==> src/rtl/npc_ctrl_pkg.sv <==
// Shared control definitions for the NPC multi-cycle sequencer: states, RV32 major opcodes
// and the ebreak encoding.
package npc_ctrl_pkg;

   typedef enum logic [2:0] {
      ST_IDLE   = 3'd0,
      ST_FETCH  = 3'd1,
      ST_DECODE = 3'd2,
      ST_EXEC   = 3'd3,
      ST_MEM    = 3'd4,
      ST_WB     = 3'd5,
      ST_HALT   = 3'd6
   } state_e;

   localparam logic [6:0] OP_LUI    = 7'b0110111;
   localparam logic [6:0] OP_AUIPC  = 7'b0010111;
   localparam logic [6:0] OP_JAL    = 7'b1101111;
   localparam logic [6:0] OP_JALR   = 7'b1100111;
   localparam logic [6:0] OP_BRANCH = 7'b1100011;
   localparam logic [6:0] OP_LOAD   = 7'b0000011;
   localparam logic [6:0] OP_STORE  = 7'b0100011;
   localparam logic [6:0] OP_IMM    = 7'b0010011;
   localparam logic [6:0] OP_OP     = 7'b0110011;

   localparam logic [31:0] INST_EBREAK = 32'h0010_0073;

   function automatic logic opc_legal(input logic [6:0] opc);
      case (opc)
         OP_LUI, OP_AUIPC, OP_JAL, OP_JALR, OP_BRANCH,
         OP_LOAD, OP_STORE, OP_IMM, OP_OP: opc_legal = 1'b1;
         default:                          opc_legal = 1'b0;
      endcase
   endfunction

endpackage

==> src/rtl/npc_wait_timer.sv <==
// Saturating wait counter for bus handshakes; expired is high while the count equals limit.
module npc_wait_timer #(
   parameter int unsigned W = 8
) (
   input  logic         clk,
   input  logic         rst,
   input  logic         clear,
   input  logic         inc,
   input  logic [W-1:0] limit,
   output logic         expired
);

   logic [W-1:0] count_q;
   logic [W-1:0] count_d;

   always_comb begin
      count_d = count_q;
      if (clear) begin
         count_d = '0;
      end else if (inc && (count_q != limit)) begin
         count_d = count_q + {{(W-1){1'b0}}, 1'b1};
      end
   end

   always_ff @(posedge clk) begin
      if (rst) begin
         count_q <= '0;
      end else begin
         count_q <= count_d;
      end
   end

   assign expired = (count_q == limit);

endmodule

==> src/rtl/npc_stage_seq.sv <==
// Multi-cycle instruction sequencer: owns the PC, fetches one word at a time and steps it
// through DECODE/EXEC/MEM/WB; halts on ebreak, illegal opcode or handshake timeout.
module npc_stage_seq
   import npc_ctrl_pkg::*;
#(
   parameter logic [31:0] RESET_PC = 32'h8000_0000,
   parameter logic [7:0]  TIMEOUT  = 8'd255
) (
   input  logic        clk,
   input  logic        rst,
   output logic        ifetch_req,
   output logic [31:0] ifetch_addr,
   input  logic        ifetch_ack,
   input  logic [31:0] ifetch_data,
   output logic [31:0] inst,
   output logic [31:0] pc,
   input  logic [31:0] next_pc,
   output logic        lsu_req,
   input  logic        lsu_ack,
   output logic        exec_en,
   output logic        rf_wen,
   output logic        halt,
   output logic        err
);

   state_e      state_q, state_d;
   logic [31:0] pc_q, pc_d;
   logic [31:0] inst_q, inst_d;
   logic        err_q, err_d;
   logic        tmr_clr, tmr_inc, tmr_expired;
   logic [6:0]  opc;

   assign opc = inst_q[6:0];

   npc_wait_timer #(.W(8)) u_wait_timer (
      .clk     (clk),
      .rst     (rst),
      .clear   (tmr_clr),
      .inc     (tmr_inc),
      .limit   (TIMEOUT),
      .expired (tmr_expired)
   );

   always_comb begin
      state_d = state_q;
      pc_d    = pc_q;
      inst_d  = inst_q;
      err_d   = err_q;
      tmr_inc = 1'b0;
      case (state_q)
         ST_IDLE:   state_d = ST_FETCH;
         ST_FETCH: begin
            // ack takes priority over an expiring timer in the same cycle
            if (ifetch_ack) begin
               inst_d  = ifetch_data;
               state_d = ST_DECODE;
            end else if (tmr_expired) begin
               err_d   = 1'b1;
               state_d = ST_HALT;
            end else begin
               tmr_inc = 1'b1;
            end
         end
         ST_DECODE: begin
            if (inst_q == INST_EBREAK) begin
               state_d = ST_HALT;
            end else if (opc_legal(opc)) begin
               state_d = ST_EXEC;
            end else begin
               err_d   = 1'b1;
               state_d = ST_HALT;
            end
         end
         ST_EXEC:   state_d = ((opc == OP_LOAD) || (opc == OP_STORE)) ? ST_MEM : ST_WB;
         ST_MEM: begin
            if (lsu_ack) begin
               state_d = ST_WB;
            end else if (tmr_expired) begin
               err_d   = 1'b1;
               state_d = ST_HALT;
            end else begin
               tmr_inc = 1'b1;
            end
         end
         ST_WB: begin
            pc_d    = next_pc;
            state_d = ST_FETCH;
         end
         ST_HALT:   state_d = ST_HALT;
         default:   state_d = ST_IDLE;
      endcase
      // Any state change restarts the wait count, so FETCH/MEM always enter at zero.
      tmr_clr = (state_d != state_q);
   end

   always_ff @(posedge clk) begin
      if (rst) begin
         state_q <= ST_IDLE;
         pc_q    <= RESET_PC;
         inst_q  <= '0;
         err_q   <= 1'b0;
      end else begin
         state_q <= state_d;
         pc_q    <= pc_d;
         inst_q  <= inst_d;
         err_q   <= err_d;
      end
   end

   assign ifetch_req  = (state_q == ST_FETCH);
   assign ifetch_addr = pc_q;
   assign inst        = inst_q;
   assign pc          = pc_q;
   assign lsu_req     = (state_q == ST_MEM);
   assign exec_en     = (state_q == ST_EXEC);
   assign rf_wen      = (state_q == ST_WB) && (opc != OP_BRANCH) && (opc != OP_STORE)
                        && (inst_q[11:7] != 5'd0);
   assign halt        = (state_q == ST_HALT);
   assign err         = err_q;

endmodule

==> config.mk <==
export PLATFORM = sky130hd
export DESIGN_NAME = npc_stage_seq
export DESIGN_NICKNAME = d
export VERILOG_FILES = /design/src/rtl/npc_ctrl_pkg.sv /design/src/rtl/npc_wait_timer.sv /design/src/rtl/npc_stage_seq.sv
export SDC_FILE = /design/constraint.sdc
export NUM_CORES = 1
export LEC_CHECK = 0
export ABC_AREA = 1
export CORE_MARGIN = 2
export CORE_UTILIZATION = 44
export DETAILED_ROUTE_END_ITERATION = 12
export PLACE_DENSITY = 0.86
export SETUP_SLACK_MARGIN = 0.15
export SLEW_MARGIN = 30
export SYNTH_ARGS = -nofsm -noshare
export SYNTH_HDL_FRONTEND = slang
export SYNTH_HIERARCHICAL = 1
export SYNTH_SLANG_ARGS = --single-unit
==> constraint.sdc <==
create_clock -name clk -period 3.7 [get_ports clk]
set_input_delay 0.74 -clock clk [delete_from_list [all_inputs] [get_ports clk]]
set_output_delay 0.74 -clock clk [all_outputs]
set_load 0.02 [all_outputs]
Yosys cells after proc, flatten, opt, wreduce, memory -nomap -nowiden:

Cells that the tools add are included.

* $add $sub $neg: 1
* equality and inequality tests: 25
* multiplexer cells: 20
* reductions and logical operators: 13

Operators with widths (count)
* 32-bit by 21-bit == test with 1-bit output, second input constant: 1
* 7-bit by 6-bit == test with 1-bit output, second input constant: 3
* 7-bit == test, second input constant: 3
* 3-bit one-hot mux with 6 select lines: 1
* 3-bit 2-to-1 mux: 5
* 7-bit by 5-bit == test with 1-bit output, second input constant: 2
* 1-bit 2-to-1 mux: 12
* 3-bit == test, second input constant: 3
* 9-bit OR reduction: 1
* 8-bit by 1-bit adder with 8-bit output, second input constant: 1
* 8-bit == test, second input constant: 1
* 2-bit inequality test, second input constant: 4
* 8-bit inequality test, second input constant: 1
* 7-bit by 2-bit == test with 1-bit output, second input constant: 1
* 7-bit by 6-bit inequality test with 1-bit output, second input constant: 1
* 7-bit inequality test, second input constant: 1
* 3-bit by 2-bit == test with 1-bit output, second input constant: 2
* 5-bit AND reduction: 1
* 5-bit nonzero test: 1
* 1-bit logical AND: 4
* 2-bit OR reduction: 2
* 3-bit by 1-bit == test with 1-bit output, second input constant: 1
* 3-bit zero test: 1
* 3-bit inequality test: 1
* other kinds (5): 5

* register bits: 76
* word-level logic and storage cells: 64

Depth between registers and ports, before layout:

Gate-level depths: netlist of run 1.

* depth after elaboration: 10
* mapped depth: 21
* gate-level depth less buffers: 20

By module:

Netlist of run 1, hierarchy kept.

By module, submodules not included
* npc_stage_seq: instances 1, cells an instance 415, area each 2995.4 um^2, seq. area each 1361.3 um^2
* npc_wait_timer: instances 1, cells an instance 93, area each 566.8 um^2, seq. area each 160.2 um^2

Worst setup path before layout of run 1:

No wires, ideal clock.

* path type: register to register
* start point: register u_wait_timer.count_q[2]
* end point: register u_wait_timer.count_q[0]
* library setup time: 0.064 ns
* data arrival time: 2.006 ns
* path slack: 1.630 ns
* stages on the path, launching flop included: 19
* path buffers: 1
* period minus slack after synthesis: 2.070 ns
* path through: dfxtp_1 -> xnor2_1 -> nand2_1 -> nor2_2 -> nand2_4 -> buf_6 -> inv_1 -> inv_1 -> nand2_1 -> nor2_1 -> nor2_1 -> nand2_1 -> inv_1 -> a21oi_1 -> nor2_1 -> nand2_1 -> nor2_1 -> nand2_1 -> nor2_1

* word-level cells in the longest chain between the ends: 6

Ends and longest elaborated chain
* from (decl): RTL line npc_wait_timer.sv:13 `logic [W-1:0] count_q;`
* from (signal assigned): RTL line npc_wait_timer.sv:29 `count_q <= count_d;`
* 8-bit == test *: RTL line npc_wait_timer.sv:33 `assign expired = (count_q == limit);`
* via tmr_expired: RTL line npc_stage_seq.sv:30 `logic tmr_clr, tmr_inc, tmr_expired;`
* 3-bit 2-to-1 mux *: RTL line npc_stage_seq.sv:57, npc_stage_seq.sv:78
* 3-bit 2-to-1 mux, on equally long branches: RTL line npc_stage_seq.sv:76, npc_stage_seq.sv:54
* 3-bit one-hot mux with 6 select lines *: RTL line npc_stage_seq.sv:50 `case (state_q)`
* 3-bit inequality test *: RTL line npc_stage_seq.sv:93 `tmr_clr = (state_d != state_q);`
* via tmr_clr: RTL line npc_stage_seq.sv:30
* 2-bit OR reduction (no source line) *

The timed path passes the listed nets; every way through them passes the cells marked *.
A chain may end at the register's enable or synchronous reset.

Final worst setup path of run 1:

* start point: register state_q[2]
* end point: output port rf_wen

* word-level cells in the longest chain between the ends: 4

Ends and longest elaborated chain
* from (decl): RTL line npc_stage_seq.sv:26 `state_e state_q, state_d;`
* from (signal assigned): RTL line npc_stage_seq.sv:103 `state_q <= state_d;`
* 3-bit == test: RTL line npc_stage_seq.sv:116 `assign rf_wen = (state_q == ST_WB) && (opc != OP_BRANCH) && (opc != OP_STORE)`
* 1-bit logical AND (2 in a row): RTL line npc_stage_seq.sv:116
* 1-bit logical AND: RTL line npc_stage_seq.sv:117 `&& (inst_q[11:7] != 5'd0);`
* to (decl): RTL line npc_stage_seq.sv:21 `output logic rf_wen,`

No other way between the ends.

==> results of run 1 <==
==> power breakdown <==
part	switching (mW)	internal, mW	leakage [nW]
Clock	0.289	0.309	0.0931
Sequential	0.0870	0.909	0.618
Combinational	0.440	0.355	1.38
Total	0.816	1.57	2.09
==> sequential cells by signal, summed over array words and instances, names as in the netlist <==
signal and count:
state_q 3, u_wait_timer/count_q 8, inst 32, ifetch_addr 32, err 1
==> kinds of logic after synthesis <==
| family | count (synthesis) |
|---|---|
| compound gates | 90 |
| xor+xnor | 3 |
| fa+ha+maj | 1 |
| buf+inv | 90 |
| flops | 76 |
| other cells | 1 |
| simple gates | 247 |
==> routing by layer <==
metal  vias to the layer above  share of wire [%]
met5                         -                  0
met4                         0                2.1
met3                        19                8.4
met2                       148                 49
met1                      1668                 41
li1                       1850                  -
==> final cells by class <==
type	count	area, um^2	share of cell area [%]
sequential	76	1520	28.9
timing repair buffer	173	1720	32.7
clock inverter	5	52.6	0.998
multi-input combinational	354	1580	29.9
tap	102	128	2.42
inverter	36	138	2.61
clock buffer	11	131	2.49
==> cell usage in the layout, fill, tap and decap left out <==
| master | count |
|---|---|
| sky130_fd_sc_hd__and3_1 | 1 |
| sky130_fd_sc_hd__clkdlybuf4s50_1 | 169 |
| sky130_fd_sc_hd__o21ai_0 | 33 |
| sky130_fd_sc_hd__nor4_1 | 1 |
| sky130_fd_sc_hd__o21ai_1 | 4 |
| sky130_fd_sc_hd__a21oi_1 | 51 |
| sky130_fd_sc_hd__nor2_2 | 1 |
| sky130_fd_sc_hd__clkinvlp_4 | 1 |
| sky130_fd_sc_hd__inv_2 | 5 |
| sky130_fd_sc_hd__nand3_1 | 15 |
| sky130_fd_sc_hd__nand2_4 | 1 |
| sky130_fd_sc_hd__nor2_4 | 3 |
| sky130_fd_sc_hd__xnor2_1 | 3 |
| sky130_fd_sc_hd__a31oi_1 | 1 |
| sky130_fd_sc_hd__clkbuf_8 | 9 |
| sky130_fd_sc_hd__nand3_4 | 1 |
| sky130_fd_sc_hd__clkinv_2 | 3 |
| sky130_fd_sc_hd__or2_0 | 1 |
| sky130_fd_sc_hd__clkbuf_1 | 2 |
| sky130_fd_sc_hd__ha_1 | 1 |
| sky130_fd_sc_hd__nor2_1 | 91 |
| sky130_fd_sc_hd__nor3_1 | 4 |
| sky130_fd_sc_hd__nand2_2 | 1 |
| sky130_fd_sc_hd__nand2_1 | 120 |
| sky130_fd_sc_hd__dfxtp_1 | 76 |
| sky130_fd_sc_hd__buf_4 | 4 |
| sky130_fd_sc_hd__nand4_1 | 5 |
| sky130_fd_sc_hd__bufinv_16 | 1 |
| sky130_fd_sc_hd__inv_1 | 30 |
| sky130_fd_sc_hd__a21oi_2 | 1 |
| sky130_fd_sc_hd__inv_4 | 1 |
| sky130_fd_sc_hd__conb_1 | 13 |
| sky130_fd_sc_hd__nand3_2 | 2 |
==> cells in the mapped netlist, types with 2 or more instances <==
cell | n | area (um^2)
sky130_fd_sc_hd__nor2_4 | 3 | 33.8
sky130_fd_sc_hd__o21ai_1 | 4 | 20.0
sky130_fd_sc_hd__o21ai_0 | 33 | 165
sky130_fd_sc_hd__nand3_1 | 15 | 75.1
sky130_fd_sc_hd__buf_4 | 33 | 248
sky130_fd_sc_hd__buf_6 | 5 | 56.3
sky130_fd_sc_hd__nand3_2 | 2 | 20.0
sky130_fd_sc_hd__a21oi_1 | 51 | 255
sky130_fd_sc_hd__nor2_1 | 91 | 342
sky130_fd_sc_hd__xnor2_1 | 3 | 26.3
sky130_fd_sc_hd__nand2_1 | 120 | 450
sky130_fd_sc_hd__nor3_1 | 4 | 20.0
sky130_fd_sc_hd__buf_2 | 7 | 35.0
sky130_fd_sc_hd__inv_2 | 5 | 18.8
sky130_fd_sc_hd__inv_1 | 30 | 113
sky130_fd_sc_hd__dfxtp_1 | 76 | 1520
sky130_fd_sc_hd__nand4_1 | 5 | 31.3
sky130_fd_sc_hd__clkbuf_1 | 8 | 30.0
==> metrics by stage <==
stage / cell area (um^2) / util, %
floorplan: 3610 / -
global placement: 5080 / 65.4
detailed placement: 5080 / 65.4
CTS: 5270 / 67.8
global route: 5270 / 67.8
finish: 5270 / 67.8
==> worst max-delay path, cell delays in order (launching register included) <==
cell                              delay, ps
sky130_fd_sc_hd__dfxtp_1                560
sky130_fd_sc_hd__nand3_2                150
sky130_fd_sc_hd__inv_2                   70
sky130_fd_sc_hd__buf_4                  320
sky130_fd_sc_hd__o21ai_0                150
sky130_fd_sc_hd__a31oi_1                160
sky130_fd_sc_hd__clkdlybuf4s50_1        650
==> worst max-delay path by stage <==
stage,to,slack (ps),depth (start not counted)
finish,rf_wen,580,6
floorplan,u_wait_timer/count_q[0],1630,18
global route,rf_wen,400,6
CTS,rf_wen,570,6
global placement,u_wait_timer/count_q[1],970,15
detailed placement,u_wait_timer/count_q[0],860,15
==> reports/summary.txt, run 1 <==
SETUP PATH
-----------------------------------------------------------------------------------------------------
Worst reg2reg setup slack                                                                     1270 ps
Source of the worst register-to-register timing path                                     u_wait_timer/count_q[0]
Critical path required time                                                                   2960 ps
Critical Path Start Type                                                                    flip-flop
Maximum fanout count along the critical path                                                       33
Signal arrival time at the worst endpoint                                                     2380 ps
Endpoint of the worst-slack reg-to-reg timing path                                       u_wait_timer/count_q[0]
Setup crit start                                                                           state_q[2]
Crit. End Element                                                                         output port
Depth of the worst register-to-register path                                                       18
Worst setup path category                                                                     reg2out

FINAL LAYOUT
-----------------------------------------------------------------------------------------------------
Fraction of layout instances using a drive strength above 1                                     5.19%
Final Instance Count excl. Fillers                                                                757
Final nets                                                                                        719
Syn-to-layout area delta                                                                        47.9%
Total inserted antenna cells                                                                        0
Layout fillers                                                                                    637

DETAILED ROUTING
-----------------------------------------------------------------------------------------------------
First-pass DRT Iterations                                                                           6
Drc violations                                                                                      0
Total vias in the final route                                                                   3,685
Number of violations reported at the end of detailed-routing iteration 0                          163
Antenna Nets Post-Route                                                                             0
Routed length per placed instance                                                             13.1 um
WL final                                                                                      9900 um
Mean number of vias per cell                                                                     4.87

GRT
-----------------------------------------------------------------------------------------------------
Fraction of met2 tracks used by global routing                                                  39.9%
Total gr overflow                                                                                   0
Wire length of the first global-routing pass                                                16,000 um
Most heavily used metal layer in global routing                                                  met2
Number of global-route vias before repair                                                       3,510
Met3 Use GR                                                                                     6.18%
Pin count of the biggest net entering global routing                                               38
Met1 Usage GRT                                                                                  25.6%
Initial antenna violation count                                                                     0
Global routing usage summed across all routing layers                                           22.5%

TIMING
-----------------------------------------------------------------------------------------------------
Maximum frequency from static timing analysis                                               0.320 GHz
Clock period minus final worst setup slack                                                    3120 ps
Setup tns final                                                                                  0 ps
Max_slew headroom                                                                               61.7%
Final worst-path setup slack                                                                   576 ps
Post-route worst hold slack                                                                    453 ps
Skew final                                                                                    12.4 ps
Worst slew pin tran                                                                            573 ps
Final setup violation count                                                                         0
Final Max Slew Viols                                                                                0
Unrepaired setup endpoints after global routing                                                    no
Final worst path period share                                                                   84.4%
Hold Fails Final Rpt                                                                                0

LOGIC SYNTHESIS
-----------------------------------------------------------------------------------------------------
Portion of netlist area occupied by mux cells                                                      0%
Mean instance size in the synthesized netlist                                               7.01 um^2
Number of enable flip-flop cells after synthesis                                                    0
Count of state elements after synthesis                                                            76
Async S/R FF share, synth                                                                          0%
Post-synthesis share of cell area spent on full adders, half adders and majority gates         0.351%
Largest family of logic cells by synthesized area                                        simple AND/OR/NAND/NOR gates
Post-Synth XOR/XNOR Area                                                                       0.738%
Synth Area in Compound Gates                                                                    12.8%
Simple-gate area share of the yosys netlist                                                     29.0%
Yosys warning count                                                                                 6
Netlist cell types                                                                                 31
Cells after synthesis                                                                             508
Most used DFF post-synth                                                                 sky130_fd_sc_hd__dfxtp_1
Sequential-to-total area share from yosys stat                                                  42.7%
Total standard cell area after synthesis                                                    3560 um^2

PLACED DESIGN
-----------------------------------------------------------------------------------------------------
Total placed cells including tap cells                                                            741
Count of port buffers added during placement                                                      169
Half-perimeter wire length of the detailed placement result                                   7490 um
Gpl congestion                                                                                  0.853
Place WS                                                                                       857 ps

HOLD PATH
-----------------------------------------------------------------------------------------------------
Worst hold path depth                                                                               2
Worst hold-check path type                                                                    reg2reg
WHS Endpoint                                                                                      err
Min-delay src                                                                                     err

CLOCKING
-----------------------------------------------------------------------------------------------------
Root buffer cell                                                                         sky130_fd_sc_hd__clkbuf_8
Number of CTS-inserted buffers                                                                      9
Resized Gates After CTS                                                                             0
Sinks on Clock Net                                                                                 76
Maximum level of the CTS H-tree                                                                     3
Quantity of hold-fixing buffers added after cts                                                     0
Count of buffers added by post-CTS timing repair for setup                                          0
Clock-pin slew of the registers on the worst-case setup and hold paths                          70 ps
Skew-Pair Late Insertion Delay                                                                 340 ps
TritonCTS clock tree                                                                            built
Number of buffers on the longest clock path                                                         2

FLOW RUN
-----------------------------------------------------------------------------------------------------
Max-cap check violation count                                                                       0

DIE
-----------------------------------------------------------------------------------------------------
Core box area                                                                               7770 um^2
Ports                                                                                             170
Die extent in y                                                                               94.0 um
Die ar.                                                                                     8830 um^2
Std-Cell Rows                                                                                      32
Horizontal die dimension                                                                      94.0 um
Initial standard-cell utilization of the core                                                   45.9%

POWER
-----------------------------------------------------------------------------------------------------
Pwr per Cell Area                                                                         454 nW/um^2
Lkg Pwr                                                                                       2.09 nW
Maximum vdd ir drop                                                                        0.000278 V
Total power of the final layout                                                               2.39 mW

OUTCOME
-----------------------------------------------------------------------------------------------------
Result of the run                                                                        complete, no violations

Note: power is estimated with default switching activity, not from simulation.
==> run 2, diff against run 1 <==
CORE_UTILIZATION = 37   (was 44)
PLACE_DENSITY = 0.77   (was 0.86)
clock period = 2.8 ns   (was 3.7 ns; I/O delays follow)
==> run 2 against run 1 <==
  * Hold slack improved by 8.2 ps
  * Via count shrank 1.2%
  * Global-route usage shrank 4.0 points
  * Critical endpoint unchanged
  * Power rose by 30%
  * Critical path type unchanged
==> reports/summary.txt, run 2 (synthesis gave the netlist of run 1 again) <==
TIMING
---------------------------------------------------------------------------------------
Final setup violation count                                                           0   unchanged
Maximum frequency from static timing analysis                                 0.398 GHz
Final Max Slew Viols                                                                  0   unchanged
Unrepaired setup endpoints after global routing                                      no
Skew final                                                                      12.5 ps   +0.114 ps
Hold Fails Final Rpt                                                                  0   unchanged
Final worst path period share                                                     89.6%
Setup tns final                                                                    0 ps   unchanged
Clock period minus final worst setup slack                                      2510 ps

DIE
---------------------------------------------------------------------------------------
Die ar.                                                                     10,400 um^2   +18%
Initial standard-cell utilization of the core                                     38.4%   -7.5 points
Die extent in y                                                                  102 um   +8.7%
Core box area                                                                 9280 um^2   +20%
Horizontal die dimension                                                         102 um   +8.7%
Std-Cell Rows                                                                        35   +9.4%
Ports                                                                               170   unchanged

FINAL LAYOUT
---------------------------------------------------------------------------------------
Multi-input logic area                                                        1580 um^2   +0.16%
Fraction of layout instances using a drive strength above 1                       5.64%   +0.45 points
Most frequent standard cell in the layout excluding fill and tap cells     sky130_fd_sc_hd__clkdlybuf4s50_1
Most used cells in the layout excluding fill and tap cells                 169 x sky130_fd_sc_hd__clkdlybuf4s50_1, 120 x sky130_fd_sc_hd__nand2_1, 90 x sky130_fd_sc_hd__nor2_1, 75 x sky130_fd_sc_hd__dfxtp_1, 51 x sky130_fd_sc_hd__a21oi_1
FF/Latch Area                                                                 1520 um^2   about the same
Syn-to-layout area delta                                                          48.7%
Total inserted antenna cells                                                          0   unchanged
Final Instance Count excl. Fillers                                                  785   +3.7%
Final nets                                                                          720   +0.14%
Layout fillers                                                                      862   +35%
Final core utilization                                                            57.1%   -11 points

CLOCKING
---------------------------------------------------------------------------------------
Sinks on Clock Net                                                                   76   unchanged
Root buffer cell                                                           sky130_fd_sc_hd__clkbuf_8
Number of buffers on the longest clock path                                           2   unchanged
Maximum level of the CTS H-tree                                                       3   unchanged
Count of buffers added by post-CTS timing repair for setup                            0   unchanged
Skew-Pair Late Insertion Delay                                                   340 ps   about the same
TritonCTS clock tree                                                              built
Clock-pin slew of the registers on the worst-case setup and hold paths            80 ps   about the same
Number of CTS-inserted buffers                                                        9   unchanged

SETUP PATH
---------------------------------------------------------------------------------------
Depth of the worst register-to-register path                                         18   unchanged
Critical path's slowest cell                                               sky130_fd_sc_hd__clkdlybuf4s50_1
Largest incremental delay on the critical path                                   650 ps   about the same
Source of the worst register-to-register timing path                       u_wait_timer/count_q[0]
Critical path required time                                                     2240 ps   -720 ps
Endpoint of the worst-slack reg-to-reg timing path                         u_wait_timer/count_q[0]
Signal arrival time at the worst endpoint                                       1950 ps   -430 ps
Crit path to                                                                     rf_wen
Worst reg2reg setup slack                                                        470 ps   -800 ps
Crit. End Element                                                           output port
Critical Path Start Type                                                      flip-flop
Maximum fanout count along the critical path                                          8   -76%
Worst setup path category                                                       reg2out
Crit-path cells                                                            nand3_2 -> inv_2 -> o21ai_0 -> a31oi_1 -> clkdlybuf4s50_1
Setup crit start                                                             state_q[0]

POWER
---------------------------------------------------------------------------------------
Total power of the final layout                                                 3.11 mW   +30%
Clock Power Share                                                                 23.7%   -1.3 points
Maximum vdd ir drop                                                          0.000337 V   +21%
Psw                                                                             1.11 mW   +36%
Register share of total power                                                     42.3%   +0.6 points
Pwr per Cell Area                                                           587 nW/um^2   +29%
Combinational share of power                                                      34.0%   +0.7 points
Share of total power consumed by net switching                                    35.7%   +1.5 points
Internal power                                                                  2.00 mW   +27%
Lkg Pwr                                                                         2.09 nW   -0.41%

DETAILED ROUTING
---------------------------------------------------------------------------------------
Drc violations                                                                        0   unchanged
First-pass DRT Iterations                                                             4   -2
Number of violations reported at the end of detailed-routing iteration 0            106   -35%
Mean number of vias per cell                                                       4.64   -4.7%
Antenna Nets Post-Route                                                               0   unchanged
Routed length per placed instance                                               12.3 um   -5.8%
WL final                                                                        9680 um   -2.3%
Total vias in the final route                                                     3,642   -1.2%

GRT
---------------------------------------------------------------------------------------
Wire length of the first global-routing pass                                  15,300 um   -3.9%
Pin count of the biggest net entering global routing                                 37   -2.6%
Initial antenna violation count                                                       0   unchanged
Global routing usage summed across all routing layers                             18.5%   -4.0 points
Total gr overflow                                                                     0   unchanged
Number of global-route vias before repair                                         3,347   -4.6%

PLACED DESIGN
---------------------------------------------------------------------------------------
Gpl congestion                                                                    0.902   +5.7%
Total placed cells including tap cells                                              769   +3.8%
Half-perimeter wire length of the detailed placement result                     7200 um   -3.9%
Count of port buffers added during placement                                        169   unchanged

HOLD PATH
---------------------------------------------------------------------------------------
Worst hold-check path type                                                      reg2reg

FLOW RUN
---------------------------------------------------------------------------------------
Max-cap check violation count                                                         0   unchanged

OUTCOME
---------------------------------------------------------------------------------------
Result of the run                                                          complete, no violations

==> run 2: cell count changes in the layout (fill, tap and decap cells not counted), sizes merged <==
cell and change:
buf +1, bufinv -1, clkinv -1, clkinvlp +1
inv +1
==> run 2: worst min path at each step <==
stage,start,to,slack [ps],cells past startpoint
2_1_floorplan,u_wait_timer/count_q[7],u_wait_timer/count_q[7],500,2
3_3_place_gp,err,err,440,2
3_5_place_dp,err,err,450,2
4_1_cts,err,err,460,2
5_1_grt,err,err,500,2
6_report,err,err,460,2
==> run 2: routing by layer <==
| metal | vias up | routed length [um] | global-route usage, % |
|---|---|---|---|
| li1 | 1852 | - | - |
| met1 | 1631 | 4130 | 21.4 |
| met2 | 144 | 4510 | 32.2 |
| met3 | 15 | 860 | 6.02 |
| met4 | 0 | 177 | 6.46 |
| met5 | - | 0 | 0 |
==> run 2: stage by stage <==
step	setup WS, ps	hold slack, ps	area, um^2
2_1_floorplan	730	496	3610
4_1_cts	199	463	5290
6_report	290	461	5300
3_5_place_dp	376	451	5120
3_3_place_gp	453	442	5120
5_1_grt	165	497	5300
==> run 2: layout make-up <==
type,count,area share (%)
repair buffers,174,32.6
multi-input cells,354,29.8
inverters,36,2.60
clock inverters,5,0.709
clock buffers,11,2.48
flip-flops and latches,76,28.7
well taps,129,3.05
==> run 2: repair_timing <==
item	in CTS	in global routing
resized for setup	0	2
endpoints found under the setup margin	0	9
hold buffers	0	0
==> run 2: power by group through the flow <==
stage	clock, mW	combinational (mW)	sequential, mW
3_5_place_dp	0	1.05	1.34
5_1_grt	0.810	1.16	1.33
6_report	0.739	1.06	1.32
2_1_floorplan	0	0.536	1.43
3_3_place_gp	0	1.04	1.33
4_1_cts	0.764	1.06	1.31
==> run 2: critical path, delay by kind of cell (launching register included) <==
family / cells / cell delay (ps)
flip-flops: 1 / 530
AND/OR/NAND/NOR: 1 / 130
buffers and inverters: 2 / 720
AO/OA/AOI/OAI: 2 / 220
